File: src/rtl/hit_detector.sv
// rtl/hit_detector.sv - per-frame bullet/player collision scanner
//
// On an accepted frame_start the block latches the player position and reads
// every entry of the bullet table (synchronous RAM, one cycle read latency),
// testing each valid bullet against a square hitbox around the player. The
// scan stops at the first hit and raises collision for one cycle.
//
// Ports:
//   clk, hard_reset    clock and synchronous active-high reset
//   game_en            scanning allowed only while high; falling aborts a scan
//   frame_start        one-cycle pulse that requests a scan
//   player_x/player_y  player centre, latched when a scan is accepted
//   bullet_rd_en       bullet RAM read enable (registered)
//   bullet_addr        bullet RAM read address (registered, holds when idle)
//   bullet_data        {valid, x, y} for the address issued one cycle earlier
//   collision          one-cycle pulse on the first hit of a scan
//   hit_index          index of the last bullet that hit, held until next hit
//   scan_busy          high while a scan is in progress
//   frame_overrun      sticky: frame_start arrived while a scan was running
module hit_detector #(
    parameter int NUM_BULLETS = 64,
    parameter int ADDR_W      = 6,
    parameter int COORD_W     = 10,
    parameter int HIT_RADIUS  = 3
) (
    input  logic                 clk,
    input  logic                 hard_reset,
    input  logic                 game_en,
    input  logic                 frame_start,
    input  logic [COORD_W-1:0]   player_x,
    input  logic [COORD_W-1:0]   player_y,
    output logic                 bullet_rd_en,
    output logic [ADDR_W-1:0]    bullet_addr,
    input  logic [2*COORD_W:0]   bullet_data,
    output logic                 collision,
    output logic [ADDR_W-1:0]    hit_index,
    output logic                 scan_busy,
    output logic                 frame_overrun
);

    typedef enum logic [1:0] {
        IDLE  = 2'd0,
        SCAN  = 2'd1,
        DRAIN = 2'd2
    } state_t;

    localparam logic [ADDR_W-1:0]  LAST_ADDR = ADDR_W'(NUM_BULLETS - 1);
    localparam logic [COORD_W:0]   RADIUS    = (COORD_W + 1)'(HIT_RADIUS);

    state_t              state, state_nxt;
    logic [COORD_W-1:0]  px_q, py_q, px_nxt, py_nxt;
    logic                rd_en_nxt, busy_nxt, coll_nxt, ovr_nxt;
    logic [ADDR_W-1:0]   addr_nxt, hit_idx_nxt;

    // Tracks which address the current bullet_data belongs to.
    logic                cmp_pending;
    logic [ADDR_W-1:0]   cmp_idx;

    // Absolute differences are taken one bit wider so that positions at
    // opposite ends of the coordinate range never alias to a near miss.
    logic [COORD_W:0]    bx_w, by_w, px_w, py_w, dx, dy;
    logic                hit;

    assign bx_w = {1'b0, bullet_data[2*COORD_W-1:COORD_W]};
    assign by_w = {1'b0, bullet_data[COORD_W-1:0]};
    assign px_w = {1'b0, px_q};
    assign py_w = {1'b0, py_q};
    assign dx   = (bx_w >= px_w) ? (bx_w - px_w) : (px_w - bx_w);
    assign dy   = (by_w >= py_w) ? (by_w - py_w) : (py_w - by_w);
    assign hit  = cmp_pending && bullet_data[2*COORD_W] &&
                  (dx <= RADIUS) && (dy <= RADIUS);

    always_comb begin
        state_nxt   = state;
        rd_en_nxt   = bullet_rd_en;
        addr_nxt    = bullet_addr;
        busy_nxt    = scan_busy;
        coll_nxt    = 1'b0;
        hit_idx_nxt = hit_index;
        px_nxt      = px_q;
        py_nxt      = py_q;
        ovr_nxt     = frame_overrun | (frame_start & scan_busy);

        case (state)
            IDLE: begin
                if (frame_start && game_en) begin
                    state_nxt = SCAN;
                    rd_en_nxt = 1'b1;
                    addr_nxt  = '0;
                    busy_nxt  = 1'b1;
                    px_nxt    = player_x;
                    py_nxt    = player_y;
                end
            end
            SCAN: begin
                if (!game_en) begin
                    // Abort wins over a hit compared in the same cycle.
                    state_nxt = IDLE;
                    rd_en_nxt = 1'b0;
                    busy_nxt  = 1'b0;
                end else if (hit) begin
                    // The read issued this cycle is speculative and dropped.
                    state_nxt   = IDLE;
                    rd_en_nxt   = 1'b0;
                    busy_nxt    = 1'b0;
                    coll_nxt    = 1'b1;
                    hit_idx_nxt = cmp_idx;
                end else if (bullet_addr == LAST_ADDR) begin
                    state_nxt = DRAIN;
                    rd_en_nxt = 1'b0;
                end else begin
                    addr_nxt = bullet_addr + 1'b1;
                end
            end
            DRAIN: begin
                // Final compare of the last entry; the scan ends either way.
                state_nxt = IDLE;
                rd_en_nxt = 1'b0;
                busy_nxt  = 1'b0;
                if (game_en && hit) begin
                    coll_nxt    = 1'b1;
                    hit_idx_nxt = cmp_idx;
                end
            end
            default: begin
                state_nxt = IDLE;
                rd_en_nxt = 1'b0;
                busy_nxt  = 1'b0;
            end
        endcase
    end

    always_ff @(posedge clk) begin
        if (hard_reset) begin
            state         <= IDLE;
            bullet_rd_en  <= 1'b0;
            bullet_addr   <= '0;
            scan_busy     <= 1'b0;
            collision     <= 1'b0;
            hit_index     <= '0;
            frame_overrun <= 1'b0;
            px_q          <= '0;
            py_q          <= '0;
            cmp_pending   <= 1'b0;
            cmp_idx       <= '0;
        end else begin
            state         <= state_nxt;
            bullet_rd_en  <= rd_en_nxt;
            bullet_addr   <= addr_nxt;
            scan_busy     <= busy_nxt;
            collision     <= coll_nxt;
            hit_index     <= hit_idx_nxt;
            frame_overrun <= ovr_nxt;
            px_q          <= px_nxt;
            py_q          <= py_nxt;
            cmp_pending   <= bullet_rd_en;
            cmp_idx       <= bullet_addr;
        end
    end

endmodule

File: config.mk
export PLATFORM = sky130hd
export DESIGN_NAME = hit_detector
export DESIGN_NICKNAME = d
export VERILOG_FILES = /design/src/rtl/hit_detector.sv
export SDC_FILE = /design/constraint.sdc
export NUM_CORES = 1
export LEC_CHECK = 0
export ABC_AREA = 1
export BUFFER_PORTS_ARGS = -buffer_cell sky130_fd_sc_hd__clkbuf_2
export CAP_MARGIN = 5
export CORE_MARGIN = 2
export CORE_UTILIZATION = 41
export DETAILED_ROUTE_END_ITERATION = 7
export MAX_ROUTING_LAYER = met4
export PLACE_DENSITY = 0.64
export SLEW_MARGIN = 20
export SYNTH_ARGS = -nofsm -noshare
export SYNTH_HDL_FRONTEND = slang
export SYNTH_SLANG_ARGS = --single-unit
export TNS_END_PERCENT = 50
File: constraint.sdc
create_clock -name clk -period 5.3 [get_ports clk]
set_clock_uncertainty 0.05 [all_clocks]
set_input_delay 1.59 -clock clk [delete_from_list [all_inputs] [get_ports clk]]
set_output_delay 1.59 -clock clk [all_outputs]
set_load 0.02 [all_outputs]
==> results.md, run 1 <==
- Clock network power share: between 20% and 30%
- Critical path required time: 5.46 ns
- HPWL after DPL: around 8.3 mm
- Worst min-delay path category: reg2reg
- Initial Util: approximately 42%
- Final ANT Viol Nets: 0
- Setup CP Type: in2reg
- PnR Total Power: 1.13 mW
- Grt ovf: 0
- Global-route wire length before repair: 17.6 mm
- Fill cell count: 1077
- Vias: slightly above 4000
- # diodes: 0
- Final Max Tran Viols: 0
- Max incr delay on CP: 0.41 ns
- Initial DRC Count: roughly 200
- Slowest cell on crit path: fa_1
- GRT Util Overall: around a fifth
- Unrepaired setup endpoints after global routing: false
- Synth Warn #: 0
- Largest net degree at the start of global routing: 35
- Total CTS buffers: 5
- CTS Hold Bufs: 0
- Placed Instance Area: between 4000 and 5000 um^2
- Yosys reg bits: between 40 and 50
- Design Area, Final: around 4600 um^2
- Most frequent CP cell: nand2_1
- Logic pwr share: roughly 42%
- Crit start category: input pin
- Maximum vdd drop: 149 uV
- Via density: approximately 4.8
- Area Growth Syn to Fin: 12.6%
- TNS Setup: 0 ns
- Number of enable flip-flop cells after synthesis: 0
- DRT Pass-1 Iters: 5
- Synth async-reset ratio: 0%
- Post-Syn Nets: 770
- Row count: 36
- I/O pins: between 60 and 70
- Sequential area share after synthesis: a little over a fifth
- Drt total wl: slightly above 10 mm
- Sw Ratio: about two fifths
- Port Buffers: 60
- Status: finished, final reports clean
- Worst-Skew Late Latency: approximately 0.30 ns
- Critical Path Sink Type: flip-flop
- Critical Path Fanout Max: 11
- Drt drc: 0
- Fmax: 254 MHz
- Internal Pwr Total: 0.666 mW
- Die Ht: 104 um
- Core Region: 9770 um^2
- Cell Area, Synth: between 4000 and 5000 um^2
- Post-CTS Setup Repair Bufs: 0
- Clk pin slew, worst setup/hold paths: ~0.10 ns
- Gate Count Post-Synth: around 680
- Arr. time, crit path: between 4 and 5 ns
- H-tree levels: 2
- Worst relative slew slack: 32.2%
- Most frequent cells in the layout: 204 x nand2_1, 123 x inv_1, 60 x clkbuf_2
- CTS root buffer: clkbuf_8
- Sink Count: 44
- Cell variety after synth: 30
- Die Wd: roughly 100 um
- Predominant post-synthesis flop cell: dfxtp_1
- Commonest non-fill, non-tap cell in the layout: nand2_1
- Gates resized, CTS repair: 0
- CTS tree: yes
- Nets: 825
- Vias in the first global route: around 4000
- Post-Syn Area per Cell: between 6 and 7 um^2
- P_sw: 0.463 mW
- Worst-path cell chain: clkbuf_2 > inv_1 > ha_1 > inv_1 > fa_1 > inv_1 > nor2_1 > nand2_1 > nand3_1 > nand2_1 > nand3_1 > o21ai_0 > nand4_1 > and2b_1 > nand2_2 > nand3_2 > nand2_2 > nand2_1 > nand2_1 > nand2_1 > nor2_1
- Least-Margin Pin Slew: between 1 and 1.5 ns
- Pleak: roughly 2.6 nW
- Die Area: ~11000 um^2
- Final setup vio count: 0
- Initial antenna violation count: 0
- Fin crit share: around 74%
- Max-cap viol count: 0
- Tmin final: 3.94 ns
- Routed WL per cell: roughly 12 um
- Clock Path Buffers: 2
- Sequential share of power: between 30 and 40%
- Gp weighted congestion: 0.980
- Share of cells above drive strength 1: between 10 and 15%
- Final Hold Fails: 0
- PD cells: 244 nW/um^2
[synthesized netlist by cell type (2+ instances only)]
master / count / area share, %
nand2_1: 204 / 19
inv_1: 123 / 11
a21oi_1: 59 / 7.2
nor2_1: 52 / 4.7
nand3_1: 50 / 6.1
dfxtp_1: 44 / 21
ha_1: 44 / 13
o21ai_0: 30 / 3.7
nand4_1: 10 / 1.5
nand2_2: 8 / 1.2
clkbuf_1: 6 / 0.55
nand3_2: 6 / 1.5
nor2_2: 6 / 0.91
buf_2: 4 / 0.49
fa_1: 4 / 1.9
inv_2: 4 / 0.37
nor2_4: 4 / 1.1
xor2_1: 4 / 0.85
buf_6: 2 / 0.55
nand2_4: 2 / 0.55
o21a_1: 2 / 0.37
[metrics by stage]
step                      util (%)  worst slack [ns]  hold WS [ns]  instances
after floorplan                  -              1.57         0.381        677
after global placement        46.2              1.14         0.384        858
after detailed placement      46.2              1.10         0.394        858
after CTS                     47.4              1.42         0.420        866
after global routing          47.4              1.03         0.443        866
final                         47.4              1.36         0.412        866
[sequential cells by signal (all words and copies together), names as in the netlist]
signal / count
bullet_addr: 6
py_q: 10
hit_index: 6
scan_busy: 1
state: 2
cmp_pending: 1
cmp_idx: 6
collision: 1
px_q: 10
frame_overrun: 1
[worst paths after layout]
check	startpoint	endpoint	slack [ns]	cells past startpoint
min reg2reg	cmp_idx[4]	hit_index[4]	0.41	2
min	cmp_idx[4]	hit_index[4]	0.41	2
max reg2reg	px_q[0]	bullet_addr[0]	2.44	21
max	bullet_data[0]	bullet_addr[0]	1.36	21
[area by class of cell]
cell class                      count  area (um^2)  share of cell area [%]
Clock buffer                        5         68.8                    1.49
Clock inverter                      3         47.5                    1.03
Inverter                          127          477                    10.3
Multi-Input combinational cell    493         2680                    57.9
Sequential cell                    44          881                    19.0
Tap cell                          133          166                    3.59
Timing Repair Buffer               61          308                    6.65
[cell families (layout without fill, tap and decap cells)]
logic type      after synthesis  count (layout)  synth area share (%)
compound gates               96              96                  12.3
fa+ha+maj                    48              48                  15.3
simple gates                344             344                  36.5
buf+inv                     140             196                  13.4
flops                        44              44                  21.4
xor+xnor                      5               5                  1.07
[power groups by stage]
stage	sequential, mW	clock [mW]	combinational (mW)
floorplan	0.399	0	0.344
global placement	0.390	0	0.461
detailed placement	0.391	0	0.466
CTS	0.383	0.284	0.468
global route	0.388	0.296	0.538
finish	0.383	0.277	0.469
[worst max-delay path: cells and delay by family]
| family | cells | cell delay (ns) |
|---|---|---|
| buffers and inverters | 4 | 0.32 |
| AOI/OAI and AO/OA | 1 | 0.16 |
| adders and majority gates | 2 | 0.54 |
| and+or+nand+nor | 14 | 1.48 |
[metal layers]
metal  global-route usage [%]  vias up  wire length [um]
met5                        -        -                 0
met4                     4.73        0               131
met3                     2.32       10               477
met2                     33.6       98              4770
met1                     25.4     1846              4820
li1                         -     2202                 -
Power figures use the tool's default switching activity.
==> inputs of run 2 (changes only) <==
- ABC_AREA: 1 -> 0
- clock period: 5.3 -> 3.9 ns (I/O delays scaled with it)
==> run 2 against run 1 <==
Compared with the run above:
- clock power increased by 33%
- non-clock buffer count increased by 91
- critical endpoint is now state[0]
- largest power group unchanged
- synthesized cell count shrank 26%
- register-to-register slack got worse by 1.9 ns
==> results.md, run 2 <==
- Fmax: 262 MHz
- Sequential share of power: 34.5% (was 33.9%)
- Slowest cell on crit path: mux2_4 (was fa_1)
- Status: finished, final reports clean (unchanged)
- Die Wd: 100 um (was 104 um)
- Routed WL per cell: 14.8 um (was 11.8 um)
- Total CTS buffers: 5 (unchanged)
- Sink Count: 44 (unchanged)
- Grt ovf: 0 (unchanged)
- Maximum vdd drop: 232 uV (was 149 uV)
- Met3 Use GR: 1.67% (was 2.32%)
- GRT Util Overall: 21.1% (was 19.8%)
- Max incr delay on CP: 0.30 ns (was 0.41 ns)
- Slack of the critical path: 0.0830 ns (was 1.36 ns)
- Most frequent CP cell: buf_6 (was nand2_1)
- Final setup vio count: 0 (unchanged)
- Worst min-delay path category: reg2reg (unchanged)
- Yosys top cell area share: 23.2% (was 21.4%)
- Met1 usage: 28.8% (was 25.4%)
- Largest registers: px_q (10), py_q (10) (unchanged)
- Sequential area share after synthesis: 23.2% (was 21.4%)
- Number of enable flip-flop cells after synthesis: 0 (unchanged)
- Yosys reg bits: 44 (unchanged)
- Sw Ratio: 32.7% (was 41.0%)
- Synth top cells by count: 63 x a21oi_1, 59 x nand2_1, 57 x inv_1, 44 x dfxtp_1, 44 x ha_1 (was 204 x nand2_1, 123 x inv_1, 59 x a21oi_1, 52 x nor2_1, 50 x nand3_1)
- Arr. time, crit path: 3.96 ns (was 4.09 ns)
- Critical Path Fanout Max: 7 (was 11)
- Drt total wl: 11.0 mm (was 10.2 mm)
- Post-Syn Nets: 592 (was 770)
- Fin crit share: between 90% and 100%
- P_sw: 0.452 mW (was 0.463 mW)
- Design Area, Final: 5240 um^2 (was 4630 um^2)
- Cell variety after synth: 64 (was 30)
- Drt drc: 0 (unchanged)
- Commonest non-fill, non-tap cell in the layout: buf_4 (was nand2_1)
- Internal Pwr Total: 0.932 mW (was 0.666 mW)
- Tmin final: 3.82 ns
- Synth top area cells: dfxtp_1 23%, ha_1 14%, a21oi_1 8.3%, nand2_1 5.8%, inv_1 5.6% (was dfxtp_1 21%, nand2_1 19%, ha_1 13%, inv_1 11%, a21oi_1 7.2%)
- Count leader, synth: a21oi_1 (was nand2_1)
- Worst-Skew Late Latency: 0.30 ns (about the same)
- Initial Util: 41.8% (was 42.1%)
- Worst-path cell chain: clkbuf_2 > inv_1 > ha_1 > nand2b_1 > a211oi_2 > buf_4 > o21ai_4 > buf_6 > o21bai_4 > mux2_4 > a311o_1 > nand4_1 > nor3_4 > buf_6 > or3_1 > a32o_1 (was clkbuf_2 > inv_1 > ha_1 > inv_1 > fa_1 > inv_1 > nor2_1 > nand2_1 > nand3_1 > nand2_1 > nand3_1 > o21ai_0 > nand4_1 > and2b_1 > nand2_2 > nand3_2 > nand2_2 > nand2_1 > nand2_1 > nand2_1 > nor2_1)
- Final Hold Fails: 0 (unchanged)
- Nets: 725 (was 825)
- Initial DRC Count: 143 (was 199)
- Predominant post-synthesis flop cell: dfxtp_1 (unchanged)
- Crit start category: input pin (unchanged)
- Post-Syn Area per Cell: 7.62 um^2 (was 6.07 um^2)
- Least-Margin Pin Slew: 0.884 ns (was 1.02 ns)
- Core Region: 9110 um^2 (was 9770 um^2)
- Met2 Use GR: 33.9% (was 33.6%)
- Clk pin slew, worst setup/hold paths: 0.08 ns (was 0.10 ns)
- Vias: 4070 (was 4156)
- # diodes: 0 (unchanged)
- Cell Area, Synth: 3800 um^2 (was 4110 um^2)
- Row count: 35 (was 36)
- H-tree levels: 2 (unchanged)
- Synth Warn #: 0 (unchanged)
- Share of cells above drive strength 1: 34.8% (was 13.8%)
- Fill cell count: 862 (was 1077)
- Final core utilization: 57.5% (was 47.4%)
- CTS root buffer: clkbuf_8 (unchanged)
- Final ANT Viol Nets: 0 (unchanged)
- Largest net degree at the start of global routing: 42 (was 35)
- Die Ht: 100 um (was 104 um)
- Max-cap viol count: 0 (unchanged)
- Placed insts: 726 (was 858)
- Gate Count Post-Synth: 499 (was 677)
- Most frequent cells in the layout: 86 x buf_4, 60 x clkbuf_2, 58 x nand2_1, 58 x a21oi_1, 54 x inv_1 (was 204 x nand2_1, 123 x inv_1, 60 x clkbuf_2)
- CTS tree: yes (unchanged)
- Die Area: 10100 um^2 (was 10800 um^2)
- Placed Instance Area: 4730 um^2 (was 4510 um^2)
- DRT Pass-1 Iters: 5 (unchanged)
- Final Max Tran Viols: 0 (unchanged)
- Synth async-reset ratio: 0% (unchanged)
- I/O pins: 61 (unchanged)
- Clock network power share: 26.6% (was 24.6%)
- Layout Cells excl Fill: 744 (was 866)
- Gp weighted congestion: 0.995 (was 0.980)
- PD cells: 264 nW/um^2 (was 244 nW/um^2)
- Critical Path Sink Type: flip-flop (unchanged)
- Worst relative slew slack: 40.4% (was 32.2%)
- Synth area leader: dfxtp_1 (unchanged)
- PnR Total Power: 1.38 mW (was 1.13 mW)
- Logic pwr share: 38.9% (was 41.5%)
- Clock Path Buffers: 2 (unchanged)
- Pleak: 2.34 nW (was 2.58 nW)
- Global-route wire length before repair: 17.0 mm (was 17.6 mm)
- Place WS: -0.363 ns (was 1.10 ns)
- Most used routing layer in global routing: met2 (unchanged)
- Area Growth Syn to Fin: 37.8% (was 12.6%)
- Critical path required time: 4.05 ns (was 5.46 ns)
- HPWL after DPL: 8.39 mm (was 8.33 mm)
- Initial antenna violation count: 0 (unchanged)
- Vias in the first global route: 3645 (was 3966)
- Setup CP Type: in2reg (unchanged)
- Via density: 5.47 (was 4.80)
- CTS Hold Bufs: 0 (unchanged)
- Port Buffers: 60 (unchanged)
==> run 2: changes by cell type after synthesis, sizes merged, moves of 9 or more <==
cell,previous run,this run
nand2,214,59
inv,127,60
nand3,56,15
nor2,62,22
a21o,0,11
buf,7,17
nor3,1,10
==> run 2: power by group through the flow <==
| stage | logic, mW | clock network, mW | registers [mW] |
|---|---|---|---|
| floorplan | 0.282 | 0 | 0.485 |
| global placement | 0.465 | 0 | 0.486 |
| detailed placement | 0.472 | 0 | 0.487 |
| CTS | 0.476 | 0.373 | 0.476 |
| global route | 0.585 | 0.396 | 0.480 |
| finish | 0.539 | 0.368 | 0.478 |
==> run 2: area by class of cell <==
| cell class | count | area (um^2) | share of cell area [%] |
|---|---|---|---|
| multi-input cells | 369 | 2860 | 54.6 |
| repair buffers | 152 | 1010 | 19.3 |
| flip-flops and latches | 44 | 881 | 16.8 |
| inverters | 60 | 225 | 4.30 |
| well taps | 111 | 139 | 2.65 |
| clock buffers | 6 | 82.6 | 1.58 |
| clock inverters | 2 | 38.8 | 0.740 |
==> run 2: routing by layer <==
| layer | up-vias | wire length (um) |
|---|---|---|
| met5 | - | 0 |
| met1 | 1919 | 5070 |
| met4 | 0 | 144 |
| li1 | 2013 | - |
| met3 | 16 | 516 |
| met2 | 122 | 5290 |
==> run 2: kinds of logic after synthesis <==
kind of cell / count (synthesis) / share of synthesized area (%)
muxes: 8 / 2.20
buffers and inverters: 87 / 9.57
adders and majority gates: 48 / 16.6
AOI/OAI and AO/OA: 160 / 28.2
xor gates and xnor gates: 13 / 2.99
and+or+nand+nor: 139 / 17.3
DFF: 44 / 23.2
==> run 2: timing repair <==
action	CTS	global route
resized for setup	1	66
gates cloned	0	2
hold endpoints to repair	0	0
endpoints found under the setup margin	8	15
setup buffers	0	8
pin swaps	0	27
==> run 2: through the flow <==
step | setup TNS, ns | hold slack [ns]
5_1_grt | -0.756 | 0.423
6_report | 0 | 0.418
4_1_cts | 0 | 0.416
2_1_floorplan | 0 | 0.383
3_3_place_gp | -3.71 | 0.387
3_5_place_dp | -4.41 | 0.390
==> run 2: final timing paths <==
check / start / endpoint / slack, ns / cells after the start
worst min register to register: cmp_idx[1] / hit_index[1] / 0.42 / 2
worst max-delay path: bullet_data[0] / state[0] / 0.08 / 16
worst max register to register: py_q[1] / state[0] / 0.57 / 15
worst min-delay path: cmp_idx[1] / hit_index[1] / 0.42 / 2
==> run 2: critical path: cells and delay by family <==
kind            cells  cell delay, ns
compound gates      5            0.95
fa+ha+maj           1            0.20
buf+inv             5            0.57
mux                 1            0.30
simple gates        4            0.77
==> inputs of run 3 (changes only) <==
- ABC_AREA: 0 -> 1
- clock period: 3.9 -> 4.2 ns (I/O delays scaled with it)
==> run 3 against run 2 <==
Compared with the run above:
- clock power shrank 5%
- core utilization fell by 10 points
- critical path depth rose by 5
- largest cell class unchanged
- via count is 3.2% higher
- total power rose by 2.9%
- setup slack gained 0.53 ns
- register-to-register slack better by 0.77 ns
==> results.md, run 3 (synthesized netlist as in run 1, its figures left out) <==
- Status: finished, final reports clean (unchanged)
- Critical Path Fanout Max: 11 (was 7)
- DRT Pass-1 Iters: 4 (was 5)
- TNS Setup: 0 ns (unchanged)
- Least-Margin Pin Slew: 0.863 ns (was 0.884 ns)
- Max incr delay on CP: 0.44 ns (was 0.30 ns)
- Tmin final: approximately 3.6 ns
- Max-cap viol count: 0 (unchanged)
- Clock network power share: 24.5% (was 26.6%)
- Worst-path cell chain: clkbuf_2 > inv_1 > ha_1 > inv_1 > fa_1 > inv_1 > nor2_1 > nand2_1 > nand3_1 > nand2_1 > nand3_1 > o21ai_0 > nand4_1 > and2b_1 > nand2_2 > nand3_2 > nand2_2 > nand2_1 > nand2_1 > nand2_1 > nor2_1 (was clkbuf_2 > inv_1 > ha_1 > nand2b_1 > a211oi_2 > buf_4 > o21ai_4 > buf_6 > o21bai_4 > mux2_4 > a311o_1 > nand4_1 > nor3_4 > buf_6 > or3_1 > a32o_1)
- Unrepaired setup endpoints after global routing: false
- Maximum vdd drop: 178 uV (was 232 uV)
- Logic pwr share: 41.5% (was 38.9%)
- Largest registers: px_q (10), py_q (10) (unchanged)
- Most frequent cells in the layout: 204 x nand2_1, 123 x inv_1, 60 x clkbuf_2 (was 86 x buf_4, 60 x clkbuf_2, 58 x nand2_1, 58 x a21oi_1, 54 x inv_1)
- Gp weighted congestion: 0.898 (was 0.995)
- Global-route wire length before repair: 17.3 mm (was 17.0 mm)
- Initial antenna violation count: 0 (unchanged)
- CTS root buffer: clkbuf_8 (unchanged)
- PD cells: 307 nW/um^2 (was 264 nW/um^2)
- Final Hold Fails: 0 (unchanged)
- Via density: 4.84 (was 5.47)
- PnR Total Power: 1.42 mW (was 1.38 mW)
- Slowest cell on crit path: fa_1 (was mux2_4)
- Fmax: 279 MHz
- Placed insts: 859 (was 726)
- Worst relative slew slack: 42.4% (was 40.4%)
- Worst min-delay path category: reg2reg (unchanged)
- Die Wd: 104 um (was 100 um)
- Clock Path Buffers: 2 (unchanged)
- Largest net degree at the start of global routing: 30 (was 42)
- Routed WL per cell: 11.8 um (was 14.8 um)
- GRT Util Overall: 19.6% (was 21.1%)
- Clk pin slew, worst setup/hold paths: 0.09 ns (was 0.08 ns)
- P_sw: 0.584 mW (was 0.452 mW)
- Setup CP Type: in2reg (unchanged)
- Total CTS buffers: 5 (unchanged)
- Initial DRC Count: 163 (was 143)
- Gates resized, CTS repair: 0 (was 1)
- FF/Latch Area: 881 um^2 (unchanged)
- Layout Cells excl Fill: 867 (was 744)
- Commonest non-fill, non-tap cell in the layout: nand2_1 (was buf_4)
- Port Buffers: 60 (unchanged)
- Final Max Tran Viols: 0 (unchanged)
- Share of cells above drive strength 1: 13.9% (was 34.8%)
- Most frequent CP cell: nand2_1 (was buf_6)
- Core Region: 9770 um^2 (was 9110 um^2)
- Area Growth Syn to Fin: 12.8% (was 37.8%)
- # diodes: 0 (unchanged)
- Internal Pwr Total: 0.840 mW (was 0.932 mW)
- Drt drc: 0 (unchanged)
- Initial Util: 42.1% (was 41.8%)
- Fill cell count: 1081 (was 862)
- Die Ht: 104 um (was 100 um)
- H-tree levels: 2 (unchanged)
- Drt total wl: 10.2 mm (was 11.0 mm)
- Vias: 4200 (was 4070)
- Critical path required time: 4.36 ns (was 4.05 ns)
- I/O pins: 61 (unchanged)
- CTS tree: yes (unchanged)
- Sw Ratio: 41.0% (was 32.7%)
- Vias in the first global route: 3955 (was 3645)
- Fin crit share: 85.3%
- Sequential share of power: 33.9% (was 34.5%)
- Final setup vio count: 0 (unchanged)
- Pleak: 2.59 nW (was 2.34 nW)
- Critical Path Sink Type: flip-flop (unchanged)
- Crit start category: input pin (unchanged)
- Post-CTS Setup Repair Bufs: 0 (unchanged)
- HPWL after DPL: 8.34 mm (was 8.39 mm)
- Nets: 826 (was 725)
- Final ANT Viol Nets: 0 (unchanged)
- Worst-Skew Late Latency: 0.31 ns (was 0.30 ns)
- Row count: 36 (was 35)
- Die Area: 10800 um^2 (was 10100 um^2)
- Multi-input gate area: 2680 um^2 (was 2860 um^2)
- Sink Count: 44 (unchanged)
- CTS Hold Bufs: 0 (unchanged)
- Grt ovf: 0 (unchanged)
- Arr. time, crit path: 3.74 ns (was 3.96 ns)
## run 3: cell count changes in the layout (fill, tap and decap cells not counted), moves of 8 or more
cell and delta:
nor2_1 +30, inv_1 +69, o21ai_1 -11, o21ai_0 +19, nand2_1 +146, buf_4 -84
nand3_1 +37, nor2b_1 -8, ha_1 +8, a21o_1 -11
## run 3: metrics by stage
| stage | util (%) | hold WS [ns] | worst slack, ns | area [um^2] |
|---|---|---|---|---|
| after global placement | 46.2 | 0.386 | 0.299 | 4520 |
| after CTS | 47.4 | 0.416 | 0.637 | 4640 |
| final | 47.4 | 0.411 | 0.615 | 4640 |
| after global routing | 47.4 | 0.438 | 0.250 | 4640 |
| after floorplan | - | 0.381 | 0.804 | 4110 |
| after detailed placement | 46.2 | 0.393 | 0.325 | 4520 |
## run 3: critical path: cells and delay by family
family          cells  cell delay (ns)
fa+ha+maj           2             0.57
buf+inv             4             0.32
simple gates       14             1.44
compound gates      1             0.14
## run 3: layout make-up
class                           count  area share [%]
Multi-Input combinational cell    493            57.8
Sequential cell                    44            19.0
Inverter                          127            10.3
Timing Repair Buffer               62            6.80
Tap cell                          133            3.59
Clock buffer                        5            1.48
Clock inverter                      3           0.999
## run 3: power by group through the flow
| stage | Combinational (mW) | Sequential, mW | Clock [mW] |
|---|---|---|---|
| CTS | 0.590 | 0.483 | 0.358 |
| global route | 0.677 | 0.489 | 0.377 |
| finish | 0.592 | 0.484 | 0.349 |
| global placement | 0.582 | 0.492 | 0 |
| floorplan | 0.434 | 0.504 | 0 |
| detailed placement | 0.587 | 0.493 | 0 |
## run 3: final timing paths
path	from	to	slack [ns]	cells after the start
hold / removal	cmp_idx[1]	hit_index[1]	0.41	2
setup / recovery	bullet_data[0]	bullet_addr[0]	0.62	21
hold reg to reg	cmp_idx[1]	hit_index[1]	0.41	2
setup reg to reg	px_q[0]	bullet_addr[0]	1.34	20
## run 3: metal layers
layer	part of all wire, %	wire length [um]	GRT usage, %
met1	48	4940	24.6
met2	46	4710	32.5
met3	4.0	408	3.32
met4	1.7	176	5.98
met5	0	0	-
